--- src/rtl/sample_decimator_if.sv ---
// Sample stream interface for the decimator: the upstream side provides samples and
// control, and the decimator drives back the averaged result and its status.
interface sample_decimator_if #(
    parameter int D_WIDTH = 8
);
    logic               en;
    logic               din_valid;
    logic [D_WIDTH-1:0] din;
    logic [1:0]         decim_sel;
    logic [D_WIDTH-1:0] dout;
    logic               dout_valid;
    logic               busy;

    modport master (
        output en, din_valid, din, decim_sel,
        input  dout, dout_valid, busy
    );

    modport slave (
        input  en, din_valid, din, decim_sel,
        output dout, dout_valid, busy
    );
endinterface

--- src/rtl/sample_decimator.sv ---
// Boxcar decimator: averages windows of 1, 2, 4 or 8 accepted samples and emits
// one strobed result per window.
//
// state | meaning
// IDLE  | no partial window; N=1 samples pass straight through from here
// ACCUM | window started, waiting for the remaining samples
module sample_decimator #(
    parameter int D_WIDTH = 8
) (
    input  logic              clk,
    input  logic              rst,
    sample_decimator_if.slave bus
);
    typedef enum logic {IDLE, ACCUM} state_t;

    state_t             state;
    logic [D_WIDTH+2:0] acc;
    logic [2:0]         cnt;
    logic [1:0]         n_sel;
    logic [D_WIDTH-1:0] dout_r;
    logic               dout_valid_r;

    logic [D_WIDTH+2:0] sum;
    logic [D_WIDTH-1:0] avg;
    logic [2:0]         cnt_load;

    assign sum = acc + {3'b000, bus.din};

    // Sum of N samples shifted by log2(N); the selected slice is always D_WIDTH wide.
    always_comb begin
        avg = sum[D_WIDTH-1:0];
        case (n_sel)
            2'd1:    avg = sum[D_WIDTH:1];
            2'd2:    avg = sum[D_WIDTH+1:2];
            2'd3:    avg = sum[D_WIDTH+2:3];
            default: avg = sum[D_WIDTH-1:0];
        endcase
    end

    // Down-counter preload: samples still to come after sample 0, minus one.
    always_comb begin
        cnt_load = 3'd0;
        case (bus.decim_sel)
            2'd1:    cnt_load = 3'd0;
            2'd2:    cnt_load = 3'd2;
            2'd3:    cnt_load = 3'd6;
            default: cnt_load = 3'd0;
        endcase
    end

    always_ff @(posedge clk or posedge rst) begin
        if (rst) begin
            state        <= IDLE;
            acc          <= '0;
            cnt          <= '0;
            n_sel        <= 2'd0;
            dout_r       <= '0;
            dout_valid_r <= 1'b0;
        end else begin
            dout_valid_r <= 1'b0;
            if (!bus.en) begin
                state <= IDLE;
                acc   <= '0;
                cnt   <= '0;
            end else begin
                case (state)
                    IDLE: begin
                        if (bus.din_valid) begin
                            n_sel <= bus.decim_sel;
                            if (bus.decim_sel == 2'd0) begin
                                dout_r       <= bus.din;
                                dout_valid_r <= 1'b1;
                            end else begin
                                acc   <= {3'b000, bus.din};
                                cnt   <= cnt_load;
                                state <= ACCUM;
                            end
                        end
                    end
                    ACCUM: begin
                        if (bus.din_valid) begin
                            if (cnt == 3'd0) begin
                                dout_r       <= avg;
                                dout_valid_r <= 1'b1;
                                acc          <= '0;
                                state        <= IDLE;
                            end else begin
                                acc <= sum;
                                cnt <= cnt - 3'd1;
                            end
                        end
                    end
                    default: state <= IDLE;
                endcase
            end
        end
    end

    assign bus.dout       = dout_r;
    assign bus.dout_valid = dout_valid_r;
    assign bus.busy       = (state == ACCUM);
endmodule

--- src/flat_wrapper.sv ---
// flat-port wrapper written by rule: the top's interface ports become plain ports
module sample_decimator_flat 
#(
    parameter int D_WIDTH = 8
)
  (clk, rst, bus_en, bus_din_valid, bus_din, bus_decim_sel, bus_dout, bus_dout_valid, bus_busy);
  sample_decimator_if #(.D_WIDTH(D_WIDTH)) bus_i ();
  input  logic clk;
  input  logic rst;
  input wire logic [$bits(bus_i.en)-1:0] bus_en;
  input wire logic [$bits(bus_i.din_valid)-1:0] bus_din_valid;
  input wire logic [$bits(bus_i.din)-1:0] bus_din;
  input wire logic [$bits(bus_i.decim_sel)-1:0] bus_decim_sel;
  output wire logic [$bits(bus_i.dout)-1:0] bus_dout;
  output wire logic [$bits(bus_i.dout_valid)-1:0] bus_dout_valid;
  output wire logic [$bits(bus_i.busy)-1:0] bus_busy;
  assign bus_i.en = bus_en;
  assign bus_i.din_valid = bus_din_valid;
  assign bus_i.din = bus_din;
  assign bus_i.decim_sel = bus_decim_sel;
  assign bus_dout = bus_i.dout;
  assign bus_dout_valid = bus_i.dout_valid;
  assign bus_busy = bus_i.busy;
  sample_decimator #(.D_WIDTH(D_WIDTH)) u_core (.clk(clk), .rst(rst), .bus(bus_i));
endmodule
--- config.mk ---
export PLATFORM = sky130hd
export DESIGN_NAME = sample_decimator_flat
export DESIGN_NICKNAME = d
export VERILOG_FILES = /design/src/rtl/sample_decimator_if.sv /design/src/rtl/sample_decimator.sv /design/src/flat_wrapper.sv
export SDC_FILE = /design/constraint.sdc
export NUM_CORES = 1
export LEC_CHECK = 0
export BUFFER_PORTS_ARGS = -buffer_cell sky130_fd_sc_hd__clkbuf_2
export CORE_AREA = 2 2 63 65
export DETAILED_ROUTE_END_ITERATION = 8
export DIE_AREA = 0 0 65 67
export GPL_ROUTABILITY_DRIVEN = 1
export PLACE_DENSITY = 0.77
export SKIP_CTS_REPAIR_TIMING = 1
export SYNTH_ARGS = -nofsm -noshare
export SYNTH_HDL_FRONTEND = slang
export SYNTH_SLANG_ARGS = --single-unit
--- constraint.sdc ---
create_clock -name clk -period 4.65 [get_ports clk]
set_input_delay 0.465 -clock clk [delete_from_list [all_inputs] [get_ports clk]]
set_output_delay 0.465 -clock clk [all_outputs]
set_load 0.1 [all_outputs]
==> out/metrics.cfg, run 1 <==
[yosys]
synthFlopType = dfrtp_1
seq_area_frac_synth = 0.319
synth-seq-cells = 26
syn-cell-area_sq_um = 2040
synth_edf_count = 0
synthDistinctLibCells = 56
async_flop_share = 1.00
yosysWarnings = 0
syn_inst = 232
syn_area_per_cell_sq_um = 8.80
syn-num-nets = 257

[cts]
cts-root-buf = clkbuf_8
cts_num_sinks = 26
cts_tree = done
clk_pin_slew_ns = 0.10
cts.path.max_buffers = 2
clk_latency_ns = 0.28
cts_made_buffers = 3
cts_htree_levels = 1

[placed_design]
post_dp_cell_area_sq_um = 2140
dpl.cell_count = 290
place_ws_ns = 2.04
gp_congestion = 0.876
port_buffers = 23
hpwl_mm = 3.68

[timing]
tightest_slew_ns = 1.02
clock_skew_ns = 0.00501
rsz0062_at_grt = no
fin_tns_setup_ns = 0
drv_slew = 0
fmax_mhz = 397
period_minus_slack_ns = 2.52
setup_violations = 0
finalHoldViolations = 0
period_share = 0.542
whs_ns = 0.396
layout_setup_ws_ns = 2.13
max_slew_margin = 0.319

[worst_setup_path]
cp_slowest_cell = dfrtp_1
cp-end-kind = flop
cp_top_family = flip-flops
required_ns = 4.81
path_class = reg -> reg
critPathBufInv = 1
start_kind = flop
path_cells = nor3_2, o211ai_4, inv_2, nand3_2, nor2_1, a221oi_1, o211ai_1
critical_path_peak_fanout = 26
slowest_delay_ns = 0.92
cp.arrival_ns = 2.67

[finish]
layout_commonest_cell = dfrtp_1
final_nets = 272
seqCellArea_sq_um = 651
fin_area_sq_um = 2210
drive_gt1_frac = 0.175
antenna-diode-count = 0
stdcell_count = 294
utilization = 0.613
multiInputGateArea_sq_um = 1280
area_growth_pct = 8.33
mostFrequentLayoutCells = 26 x dfrtp_1, 23 x clkbuf_2, 22 x nand2_1
num-fill-cells = 318

[routing]
via_count = 1821
drt-initial-drc-count = 133
via_per_inst = 6.19
avgRoutedWirePerCell_microns = 17.0
first_pass_iters = 4
drt-total-wl_mm = 5.00
drc = 0
ant_nets = 0

[pwr]
peakVddDrop_v = 0.000296
p_leak_nw = 1.01
power_mw = 0.944
powerDensity_nw_per_um2 = 427

[worst_hold_path]
hp-class = in -> async

[grt]
gr-total-overflow = 0
grt_usage = 0.252
grt_max_degree = 27
antenna_found_initial = 0
grt_first_pass_wirelength_mm = 8.27
grt_pass1_vias = 1695

[floorplanning]
io_pins = 24
fp.dieH_microns = 67
rows = 22
start_util = 0.566
die_w_microns = 65
die_area_sq_um = 4360
coreArea_sq_um = 3610

[run_status]
status = finished, final reports clean

[run]
cap_violations = 0

routing by layer:
| metal | up-vias | GRT usage | part of all wire |
|---|---|---|---|
| li1 | 876 | - | - |
| met1 | 880 | 0.317 | 0.44 |
| met2 | 53 | 0.429 | 0.49 |
| met3 | 12 | 0.0270 | 0.049 |
| met4 | 0 | 0.125 | 0.026 |
| met5 | - | 0 | 0 |
synth_stat cells, types with 2 or more instances:
| library cell | instances | area (sq um) |
|---|---|---|
| xor2_1 | 4 | 35.0 |
| a31oi_1 | 3 | 18.8 |
| o21ai_1 | 3 | 15.0 |
| buf_2 | 7 | 35.0 |
| nor2b_1 | 3 | 18.8 |
| a211oi_1 | 2 | 15.0 |
| mux2i_1 | 4 | 40.0 |
| and3_1 | 3 | 18.8 |
| mux2_2 | 2 | 22.5 |
| o211ai_1 | 6 | 45.0 |
| xnor2_1 | 5 | 43.8 |
| o221ai_1 | 3 | 26.3 |
| nand3_1 | 5 | 25.0 |
| nand2b_1 | 8 | 50.1 |
| o21ai_0 | 20 | 100 |
| a21boi_0 | 2 | 15.0 |
| a221oi_2 | 3 | 45.0 |
| inv_1 | 9 | 33.8 |
| ha_1 | 10 | 125 |
| dfrtp_1 | 26 | 651 |
| nand2_1 | 22 | 82.6 |
| nor3_1 | 3 | 15.0 |
| buf_6 | 2 | 22.5 |
| a21oi_1 | 17 | 85.1 |
| a21o_1 | 8 | 60.1 |
| or3_1 | 2 | 12.5 |
| nor2_1 | 16 | 60.1 |
| nor3b_1 | 4 | 30.0 |
| clkbuf_1 | 3 | 11.3 |
path summary, 6_finish.rpt:
path | slack [ns] | startpoint | cells past startpoint | to
setup / recovery | 2.13 | u_core.bus.busy | 7 | u_core.bus.dout[6]
hold / removal | 0.40 | rst | 2 | u_core.acc[1]
setup reg to reg | 2.13 | u_core.bus.busy | 7 | u_core.bus.dout[6]
hold reg to reg | 0.49 | u_core.cnt[1] | 1 | u_core.cnt[1]
max in group asynchronous | 3.64 | rst | 2 | u_core.acc[0]
min in group clk | 0.48 | bus_decim_sel[1] | 2 | u_core.n_sel[1]
area by class of cell:
type / count / share of cell area
multi-input cells: 183 / 0.577
flip-flops and latches: 26 / 0.294
repair buffers: 23 / 0.0520
well taps: 48 / 0.0271
clock buffers: 3 / 0.0187
inverters: 10 / 0.0170
clock inverters: 1 / 0.0136
where the power goes:
part / total [mW] / switching, mW / internal [mW]
clock: 0.195 / 0.0798 / 0.115
sequential: 0.306 / 0.0436 / 0.263
combinational: 0.443 / 0.329 / 0.114
sequential cells by signal, summed over array words and instances (netlist names):
register,flops
u_core.cnt,3
u_core.bus.dout_valid,1
u_core.acc,11
u_core.n_sel,2
u_core.bus.dout,8
u_core.bus.busy,1
cell families (layout without fill, tap and decap cells):
kind of cell             count (synthesis)  in the layout  synth area share
buffers and inverters                   23             37            0.0558
multiplexers                             7              7            0.0417
flip-flops                              26             26             0.319
AND/OR/NAND/NOR                         76             76             0.199
AO/OA/AOI/OAI                           80             80             0.276
adder cells (fa/ha/maj)                 11             11            0.0711
XOR/XNOR                                 9              9            0.0386
No activity file was read; power rests on OpenSTA's default activity.
==> run 2: changes to the inputs <==
--- a/config.mk
+++ b/config.mk
@@ -5,12 +5,13 @@
 export SDC_FILE = /design/constraint.sdc
 export NUM_CORES = 1
 export LEC_CHECK = 0
+export ABC_AREA = 1
 export BUFFER_PORTS_ARGS = -buffer_cell sky130_fd_sc_hd__clkbuf_2
-export CORE_AREA = 2 2 63 65
+export CORE_AREA = 2 2 65 67
 export DETAILED_ROUTE_END_ITERATION = 8
-export DIE_AREA = 0 0 65 67
+export DIE_AREA = 0 0 67 69
 export GPL_ROUTABILITY_DRIVEN = 1
-export PLACE_DENSITY = 0.77
+export PLACE_DENSITY = 0.75
 export SKIP_CTS_REPAIR_TIMING = 1
 export SYNTH_ARGS = -nofsm -noshare
 export SYNTH_HDL_FRONTEND = slang
==> constraint.sdc (replaced) <==
create_clock -name clk -period 2.3 [get_ports clk]
set_input_delay 0.23 -clock clk [delete_from_list [all_inputs] [get_ports clk]]
set_output_delay 0.23 -clock clk [all_outputs]
set_load 0.1 [all_outputs]
==> run 2 against run 1 <==
Against the previous run: the flow now finishes with violations (negative hold slack); sequential share of layout area is 0.75 points lower; power grew 84%; count of clock-buffer cells in the layout rose by 1; global-route usage shrank 0.17 points; first-iteration DRC count grew 9.8%; synthesized cell count grew 30%; die area is 6.2% higher; hold slack worse by 0.42 ns; sequential power up 88%; design area up 2.6%; non-clock buffer count rose by 5.
==> out/metrics.cfg, run 2 <==
[worst_setup_path]
path_cells = ha_1, fa_1, nand2_1, nand2_1, and2_4, xor2_2, nand2_1, nand4_1, nand2_1, a21oi_1
path_class = reg -> reg
cp_top_family = adder cells
cp_slowest_cell = fa_1
slowest_delay_ns = 0.41
critical_path_peak_fanout = 4
critPathBufInv = 0
cp-end-kind = flop
worstSetupEndpoint = u_core.bus.dout[3]
cp.arrival_ns = 2.26
startpoint = u_core.acc[0]
ff2ff_setup_slack_ns = 0.24
rr_startpoint = u_core.acc[0]
required_ns = 2.50
worst_r2r_endpoint = u_core.bus.dout[3]
start_kind = flop
crit_path_frequent_cell = nand2_1
crit_cells = 10
r2r_cells = 10

[yosys]
synth_top_cell_area_share = 0.323
yosys.area.top_type = dfrtp_1
yosysWarnings = 0
syn_area_per_cell_sq_um = 6.66
syn-cell-area_sq_um = 2010
synthDistinctLibCells = 29
async_flop_share = 1.00
synth-seq-cells = 26
seq_area_frac_synth = 0.323
synthTopCellsByArea = dfrtp_1 32%, nand2_1 16%, nand3_1 9.7%
synth_edf_count = 0
yosysMostFrequentCell = nand2_1
syn_inst = 302
synthFlopType = dfrtp_1
synth_common_cells = 84 x nand2_1, 40 x inv_1, 39 x nand3_1
syn-num-nets = 327

[routing]
drt-initial-drc-count = 146
drt-total-wl_mm = 5.18
via_count = 2061
first_pass_iters = 4
ant_nets = 0
avgRoutedWirePerCell_microns = 13.6
drc = 0
via_per_inst = 5.41

[finish]
drive_gt1_frac = 0.118
layout_commonest_cell = nand2_1
seqCellArea_sq_um = 651
mostFrequentLayoutCells = 84 x nand2_1, 40 x inv_1, 39 x nand3_1
antenna-diode-count = 0
num-fill-cells = 404
final_nets = 357
multiInputGateArea_sq_um = 1190
largest_register_ffs = 11
area_growth_pct = 12.8
max_flop_register = u_core.acc

[pwr]
power_mw = 1.74
internal-power_mw = 0.869
seq_power_share = 0.331
pwr-share-clk = 0.177
powerDensity_nw_per_um2 = 765
peakVddDrop_v = 0.000639
p_leak_nw = 1.21
swShare = 0.499
power_frac_comb = 0.492
p_switching_mw = 0.866

[run_status]
status = complete, but fails checks
violations = negative hold slack

[timing]
fin_tns_setup_ns = 0
setup_violations = 0
clock_skew_ns = 0.00744
drv_slew = 0
rsz0062_at_grt = no
max_slew_margin = 0.636
fmax_mhz = 486
whs_ns = -0.0244
finalHoldViolations = 26
tightest_slew_ns = 0.548
period_share = 0.894
period_minus_slack_ns = 2.06

[grt]
grt_pass1_vias = 1933
gr-total-overflow = 0
grt_usage = 0.250
grt_max_degree = 27
grt_first_pass_wirelength_mm = 9.10
antenna_found_initial = 0

[floorplanning]
die_w_microns = 67
start_util = 0.514
coreArea_sq_um = 3910
fp.dieH_microns = 69
die_area_sq_um = 4620
rows = 23
io_pins = 24

[placed_design]
port_buffers = 23
hpwl_mm = 3.98
gp_congestion = 0.927

[cts]
cts_htree_levels = 1
cts_made_buffers = 3
cts-root-buf = clkbuf_8
cts_num_sinks = 26
cts_tree = done
clk_pin_slew_ns = 0.10
cts.path.max_buffers = 2
clk_latency_ns = 0.28

[run]
cap_violations = 0

[worst_hold_path]
hp-class = in -> async

-- run 2: area by class of cell --
cell class	instances	area share
tap	50	0.0276
clock buffer	4	0.0243
multi-input combinational	232	0.526
timing repair buffer	28	0.0673
inverter	41	0.0678
sequential	26	0.287
-- run 2: stage by stage --
| stage | util | instance area, sq um | std cells | worst slack (ns) |
|---|---|---|---|---|
| 2_1_floorplan | - | 2010 | 302 | 0.329 |
| 3_3_place_gp | 0.566 | 2210 | 377 | 0.345 |
| 3_5_place_dp | 0.566 | 2210 | 377 | 0.275 |
| 4_1_cts | 0.580 | 2270 | 381 | 0.254 |
| 5_1_grt | 0.580 | 2270 | 381 | 0.0611 |
| 6_report | 0.580 | 2270 | 381 | 0.244 |
-- run 2: worst min-delay path by stage --
| stage | start | endpoint | slack (ns) |
|---|---|---|---|
| after global placement | rst | u_core.bus.dout[2] | 0.29 |
| after floorplan | rst | u_core.acc[0] | 0.27 |
| after detailed placement | rst | u_core.bus.dout[2] | 0.29 |
| after global routing | rst | u_core.n_sel[1] | 0.03 |
| after CTS | rst | u_core.bus.dout[2] | -0.01 |
| final | rst | u_core.n_sel[1] | -0.02 |
-- run 2: power by group through the flow --
| stage | Clock, mW | Sequential (mW) | Combinational [mW] |
|---|---|---|---|
| finish | 0.307 | 0.575 | 0.853 |
| CTS | 0.309 | 0.575 | 0.851 |
| global placement | 0 | 0.584 | 0.845 |
| floorplan | 0 | 0.921 | 0.336 |
| global route | 0.325 | 0.588 | 0.925 |
| detailed placement | 0 | 0.584 | 0.847 |
-- run 2: tightest hold or removal path: stages --
cell      delay, ns
clkbuf_2       0.08
inv_1          0.04
buf_4          0.32
-- run 2: cells by family after synthesis --
group                      Yosys count  share of synthesized area
buffers and inverters               44                     0.0827
adders and majority gates           11                     0.0721
DFF                                 26                      0.323
AOI/OAI and AO/OA                   56                      0.155
and+or+nand+nor                    163                      0.354
xor gates and xnor gates             2                     0.0124
-- run 2: routing by layer --
metal | vias up | share of wire | global-route usage
li1 | 1058 | - | -
met1 | 925 | 0.47 | 0.380
met2 | 65 | 0.45 | 0.375
met3 | 13 | 0.060 | 0.0261
met4 | 0 | 0.021 | 0.0703
met5 | - | 0 | 0
